===== config.mk =====
export PLATFORM = sky130hd
export DESIGN_NAME = cl_acc_flat
export DESIGN_NICKNAME = d
export VERILOG_FILES = /design/src/rtl/cl_acc_if.sv /design/src/rtl/cl_acc.sv /design/src/flat_wrapper.sv
export SDC_FILE = /design/constraint.sdc
export NUM_CORES = 1
export LEC_CHECK = 0
export CORE_MARGIN = 1
export CORE_UTILIZATION = 46
export DETAILED_ROUTE_END_ITERATION = 10
export PLACE_DENSITY = 0.77
export SLEW_MARGIN = 20
export SYNTH_ARGS = -nofsm -noshare
export SYNTH_HDL_FRONTEND = slang
export SYNTH_SLANG_ARGS = --single-unit

===== constraint.sdc =====
create_clock -name clk -period 2 [get_ports clk]
set_input_delay 0.3 -clock clk [delete_from_list [all_inputs] [get_ports clk]]
set_output_delay 0.3 -clock clk [all_outputs]
set_load 0.01 [all_outputs]

===== src/rtl/cl_acc_if.sv =====
// cl_acc_if: operand/opcode request side and registered-result response side
// of the cl_acc bitwise accumulator, bundled so they travel as one port.
interface cl_acc_if #(
   parameter int WIDTH = 8,
   parameter int CNT_W = 8
);
   logic             in_valid;
   logic             in_ready;
   logic [WIDTH-1:0] a;
   logic [WIDTH-1:0] b;
   logic [2:0]       S;
   logic             acc_en;
   logic             clr;
   logic [WIDTH-1:0] out;
   logic             out_valid;
   logic             out_ready;
   logic             zero;
   logic [CNT_W-1:0] op_cnt;

   // Requester / consumer side
   modport master (
      output in_valid, a, b, S, acc_en, clr, out_ready,
      input  in_ready, out, out_valid, zero, op_cnt
   );

   // The accumulator block itself
   modport slave (
      input  in_valid, a, b, S, acc_en, clr, out_ready,
      output in_ready, out, out_valid, zero, op_cnt
   );
endinterface


===== src/rtl/cl_acc.sv =====
// cl_acc: single-stage bitwise logic unit with an accumulator feedback path,
// a one-deep valid/ready output register, a zero flag and a saturating
// count of accepted operations.
module cl_acc #(
   parameter int WIDTH = 8,
   parameter int CNT_W = 8
) (
   input  logic      clk,
   input  logic      reset,
   cl_acc_if.slave   bus
);

   logic [WIDTH-1:0] r_out;
   logic [WIDTH-1:0] r_acc;
   logic             r_vld;
   logic             r_zero;
   logic [CNT_W-1:0] r_cnt;

   logic [WIDTH-1:0] w_opa;
   logic [WIDTH-1:0] w_res;
   logic             w_in_ready;
   logic             w_accept;

   // The output register can take a new result when it is empty or being
   // drained this same cycle, which gives one result per cycle at full rate.
   assign w_in_ready = !r_vld | bus.out_ready;
   assign w_accept   = bus.in_valid & w_in_ready;

   // Operand A: accumulator feedback or port a; a concurrent clr makes the
   // feedback value read as zero so clear-and-operate happens in one step.
   always_comb begin
      w_opa = bus.a;
      if (bus.acc_en) begin
         w_opa = bus.clr ? '0 : r_acc;
      end
   end

   // Bitwise opcode decode; purely per-bit, so no carry or extension exists.
   always_comb begin
      w_res = '0;
      case (bus.S)
         3'b000:  w_res = w_opa & bus.b;
         3'b001:  w_res = w_opa | bus.b;
         3'b010:  w_res = w_opa ^ bus.b;
         3'b011:  w_res = ~w_opa;
         3'b100:  w_res = ~(w_opa & bus.b);
         3'b101:  w_res = ~(w_opa | bus.b);
         3'b110:  w_res = ~(w_opa ^ bus.b);
         default: w_res = bus.b;
      endcase
   end

   // Result register, zero flag and valid: load on accept, drop valid once
   // consumed (value kept), otherwise hold while the consumer stalls.
   always_ff @(posedge clk or negedge reset) begin
      if (!reset) begin
         r_out  <= '0;
         r_zero <= 1'b1;
         r_vld  <= 1'b0;
      end else if (w_accept) begin
         r_out  <= w_res;
         r_zero <= (w_res == '0);
         r_vld  <= 1'b1;
      end else if (bus.out_ready) begin
         r_vld  <= 1'b0;
      end
   end

   // Accumulator: a result load takes priority over a stand-alone clear.
   always_ff @(posedge clk or negedge reset) begin
      if (!reset) begin
         r_acc <= '0;
      end else if (w_accept) begin
         r_acc <= w_res;
      end else if (bus.clr) begin
         r_acc <= '0;
      end
   end

   // Accepted-operation counter; sticks at all-ones instead of wrapping and
   // is deliberately untouched by clr.
   always_ff @(posedge clk or negedge reset) begin
      if (!reset) begin
         r_cnt <= '0;
      end else if (w_accept && (r_cnt != '1)) begin
         r_cnt <= r_cnt + 1'b1;
      end
   end

   assign bus.in_ready  = w_in_ready;
   assign bus.out       = r_out;
   assign bus.out_valid = r_vld;
   assign bus.zero      = r_zero;
   assign bus.op_cnt    = r_cnt;

endmodule


===== src/flat_wrapper.sv =====
// flat-port wrapper written by rule: the top's interface ports become plain ports
module cl_acc_flat 
#(
   parameter int WIDTH = 8,
   parameter int CNT_W = 8
)
  (clk, reset, bus_in_valid, bus_a, bus_b, bus_S, bus_acc_en, bus_clr, bus_out_ready, bus_in_ready, bus_out, bus_out_valid, bus_zero, bus_op_cnt);
  cl_acc_if #(.WIDTH(WIDTH), .CNT_W(CNT_W)) bus_i ();
  input  logic clk;
  input  logic reset;
  input wire logic [$bits(bus_i.in_valid)-1:0] bus_in_valid;
  input wire logic [$bits(bus_i.a)-1:0] bus_a;
  input wire logic [$bits(bus_i.b)-1:0] bus_b;
  input wire logic [$bits(bus_i.S)-1:0] bus_S;
  input wire logic [$bits(bus_i.acc_en)-1:0] bus_acc_en;
  input wire logic [$bits(bus_i.clr)-1:0] bus_clr;
  input wire logic [$bits(bus_i.out_ready)-1:0] bus_out_ready;
  output wire logic [$bits(bus_i.in_ready)-1:0] bus_in_ready;
  output wire logic [$bits(bus_i.out)-1:0] bus_out;
  output wire logic [$bits(bus_i.out_valid)-1:0] bus_out_valid;
  output wire logic [$bits(bus_i.zero)-1:0] bus_zero;
  output wire logic [$bits(bus_i.op_cnt)-1:0] bus_op_cnt;
  assign bus_i.in_valid = bus_in_valid;
  assign bus_i.a = bus_a;
  assign bus_i.b = bus_b;
  assign bus_i.S = bus_S;
  assign bus_i.acc_en = bus_acc_en;
  assign bus_i.clr = bus_clr;
  assign bus_i.out_ready = bus_out_ready;
  assign bus_in_ready = bus_i.in_ready;
  assign bus_out = bus_i.out;
  assign bus_out_valid = bus_i.out_valid;
  assign bus_zero = bus_i.zero;
  assign bus_op_cnt = bus_i.op_cnt;
  cl_acc #(.WIDTH(WIDTH), .CNT_W(CNT_W)) u_core (.clk(clk), .reset(reset), .bus(bus_i));
endmodule

==> metrics.md <==
| Metric | Value |
|---|---|
| Status | finished with violations |
| Failing checks | negative setup slack |
| Antenna Nets Post-Route | 0 |
| Max Clock Skew | 4.283 ps |
| PortBufs | 43 |
| CTS Buf Count | 3 |
| Top cell type's share of synthesized area | between 30 and 40% |
| Synth cell types | 65 |
| Hold_ws | 384.3 ps |
| Crit path capture type | register |
| Die Span X | 67.91 um |
| Clock power share | between 15 and 20% |
| Slew Viols, Final | 0 |
| Core area | 4086 um^2 |
| Crit. Startpoint | u_core.r_acc[3] |
| Worst-case vdd ir drop | 0.6609 mV |
| Fill count | 243 |
| Crit path capture | u_core.bus.zero |
| Worst slew margin | 60.90% |
| Leading post-synthesis cells by cell area | dfrtp_1 (31%), ha_1 (5.6%), nand2_1 (5.4%) |
| Number of flops mapped to enable cells by yosys | 0 |
| Synth warnings | 0 |
| Vias | around 2200 |
| R2r startpoint | u_core.r_acc[3] |
| CTS Buffer Depth | 2 |
| CP Max Fanout | 3 |
| Sequential fraction of the synthesis area | 32.62% |
| Commonest non-fill, non-tap cell in the layout | buf_4 |
| WL per Instance | 16.30 um |
| Leakage | 1.529 nW |
| Nets | about 380 |
| Clock Tree Root | clkbuf_8 |
| Switching share of power | 33.88% |
| Flops & latches, synth | 26 |
| Hold Vio Cnt, Final | 0 |
| # IOs | 44 |
| Reg power frac | about 36% |
| First-pass GRT wire length | 9922 um |
| Die H | 67.91 um |
| H-tree levels | 1 |
| R2R Path End | u_core.bus.zero |
| GRT overflow | 0 |
| Layout Area Growth over Synthesis | 64.68% |
| Worst Tran Pin Value | 585.0 ps |
| Largest net degree at the start of global routing | 27 |
| Row cnt | 23 |
| Vias per cell | 5.648 |
| DRC viols | 0 |
| Worst hold-check path type | input port to async pin |
| Initial Util | about half |
| Number of global-route vias before repair | 2124 |
| Logic pwr share | 48.1% |
| Routed WL | 6391 um |
| MaxCap Viol Count | 0 |
| Placed wire-length estimate | 4062 um |
| DIE AREA | 4611 um^2 |
| Worst EP required | 2180 ps |
| Setup Crit Path Kind | register to register |
| Mean Syn Cell Area | between 8 and 9 um^2 |
| FF-to-FF setup slack | -260 ps |
| Routability Congestion | 0.9211 |
| Gr usage total | 29.47% |
| Post-synth top area cell | dfrtp_1 |
| RSZ-0062 raised after global routing | true |
| Final worst slack | -263.1 ps |
| Post-synth ARST share | between 90% and 100% |
| # setup viols final | 13 |
| Detailed Routing Iterations Pass 1 | 5 |
| Share of cells above drive strength 1 | ~37% |
| R2R cell count | 9 |
| Synth Net Count | 264 |
| Total power | 0.002071 W |
| Psw | 0.0007018 W |
| Antenna diodes | 0 |
| Fmax achieved | 441.9 MHz |
| Pwr Density | 629.4 nW/um^2 |
| Post-layout minimum cycle time | 2263 ps |
| Crit start category | register |
| CTS Sinks | 26 |
| Mapped Cells | 230 |
| Mapped cell area | 1998 um^2 |
| Drt first-iter violations | 176 |
| Int Pwr | 0.001370 W |
| Register clock-pin slew on the reported worst setup and hold paths | 90 ps |
| Initial antenna violation count | 0 |
| Prevailing post-synth register cell | dfrtp_1 |
| Commonest cells after routing, fill and taps aside | buf_4 (68), clkdlybuf4s50_1 (36), nand2_1 (29) |
| CTS tree | done |
| Crit share post-route | 113.2% |
| Clk Latency, worst-skew pair | 270 ps |
| WP data arrival | roughly 2400 ps |
## worst max-delay path, stage by stage (launching register included)
cell and delay (ps):
dfrtp_1 410, a31o_4 240, ha_4 270, and2_4 130, o21ai_2 50, nand3_2 80, o21bai_1 130, a222oi_1 160
or3_1 410, o41ai_2 290
## kinds of logic (layout without fill, tap and decap cells)
family | Yosys count | in the layout | synth area share, %
AO/OA/AOI/OAI | 67 | 67 | 25.05
buffers and inverters | 21 | 133 | 5.886
flip-flops | 26 | 26 | 32.62
XOR/XNOR | 10 | 10 | 4.384
adder cells (fa/ha/maj) | 9 | 9 | 5.636
AND/OR/NAND/NOR | 91 | 91 | 22.54
multiplexers | 6 | 6 | 3.882
## cells in the mapped netlist (all sizes together) (2+ instances only)
cell,number
nand4,2
nand3,7
nor2,23
clkbuf,3
o22ai,4
o211ai,5
and2b,3
a21oi,10
ha,9
o21bai,2
a211oi,3
a22o,2
xnor2,7
a31o,3
o31ai,3
and2,3
nand2b,9
dfrtp,25
o32ai,2
a21o,5
nor3,4
buf,8
xor2,3
nor2b,5
nand2,29
inv,10
o21ai,15
mux2i,5
## flip-flops by register name (all words and copies together) (netlist names)
name	count
u_core.bus.op_cnt	8
u_core.bus.out	8
u_core.bus.out_valid	1
u_core.bus.zero	1
u_core.r_acc	8
## layer usage
metal	share of wire [%]	track usage [%]	routed length (um)	vias up
met5	0	0	0	-
met4	2.4	10.94	155	0
met3	5.4	5.833	347	15
met2	50	50.25	3224	93
met1	42	36.58	2663	1049
li1	-	-	-	1057
## what timing repair did
action / in CTS / in global routing
resized for setup: 36 / 19
endpoints found under the setup margin: 17 / 17
hold buffers: 0 / 0
buffers inserted: 21 / 5
pin swaps: 15 / 14
cloned: 0 / 0
## worst min-delay path by stage
stage,from,endpoint,slack (ps)
finish,reset,u_core.r_acc[6],380
global route,reset,u_core.bus.out[7],420
CTS,reset,u_core.bus.out[7],390
detailed placement,u_core.bus.out[3],u_core.bus.out[3],460
global placement,u_core.bus.out[7],u_core.bus.out[7],460
floorplan,reset,u_core.bus.op_cnt[0],4
## final cells by class
type                            instances  area [um^2]  share of cell area (%)
Timing Repair Buffer                  119         1049                   31.86
Sequential cell                        26        651.9                   19.81
Tap cell                               50        62.56                   1.901
Clock buffer                            4        55.05                   1.673
Inverter                               10        37.54                   1.141
Multi-Input combinational cell        183         1435                   43.61
## power by group through the flow
stage	Sequential [W]	Combinational [W]	Clock, W
final	0.000737	0.000996	0.000338
after global routing	0.000750	0.00108	0.000365
after CTS	0.000733	0.000924	0.000345
after detailed placement	0.000741	0.000837	0
after global placement	0.000736	0.000814	0
after floorplan	0.000770	0.000370	0
## stage by stage
stage                     TNS (ps)  std cells  utilization, %  setup WS, ps  instance area [um^2]
after floorplan             -125.8        230               -        -94.79                  2043
after detailed placement    -11570        364           70.36        -824.4                  2875
after global placement      -10670        364           70.36        -762.7                  2875
after CTS                   -614.3        388           77.53        -233.4                  3168
final                        -1619        392           80.53        -263.1                  3291
after global routing         -2944        392           80.53        -322.7                  3291
Note: power is estimated with default switching activity, not from simulation.
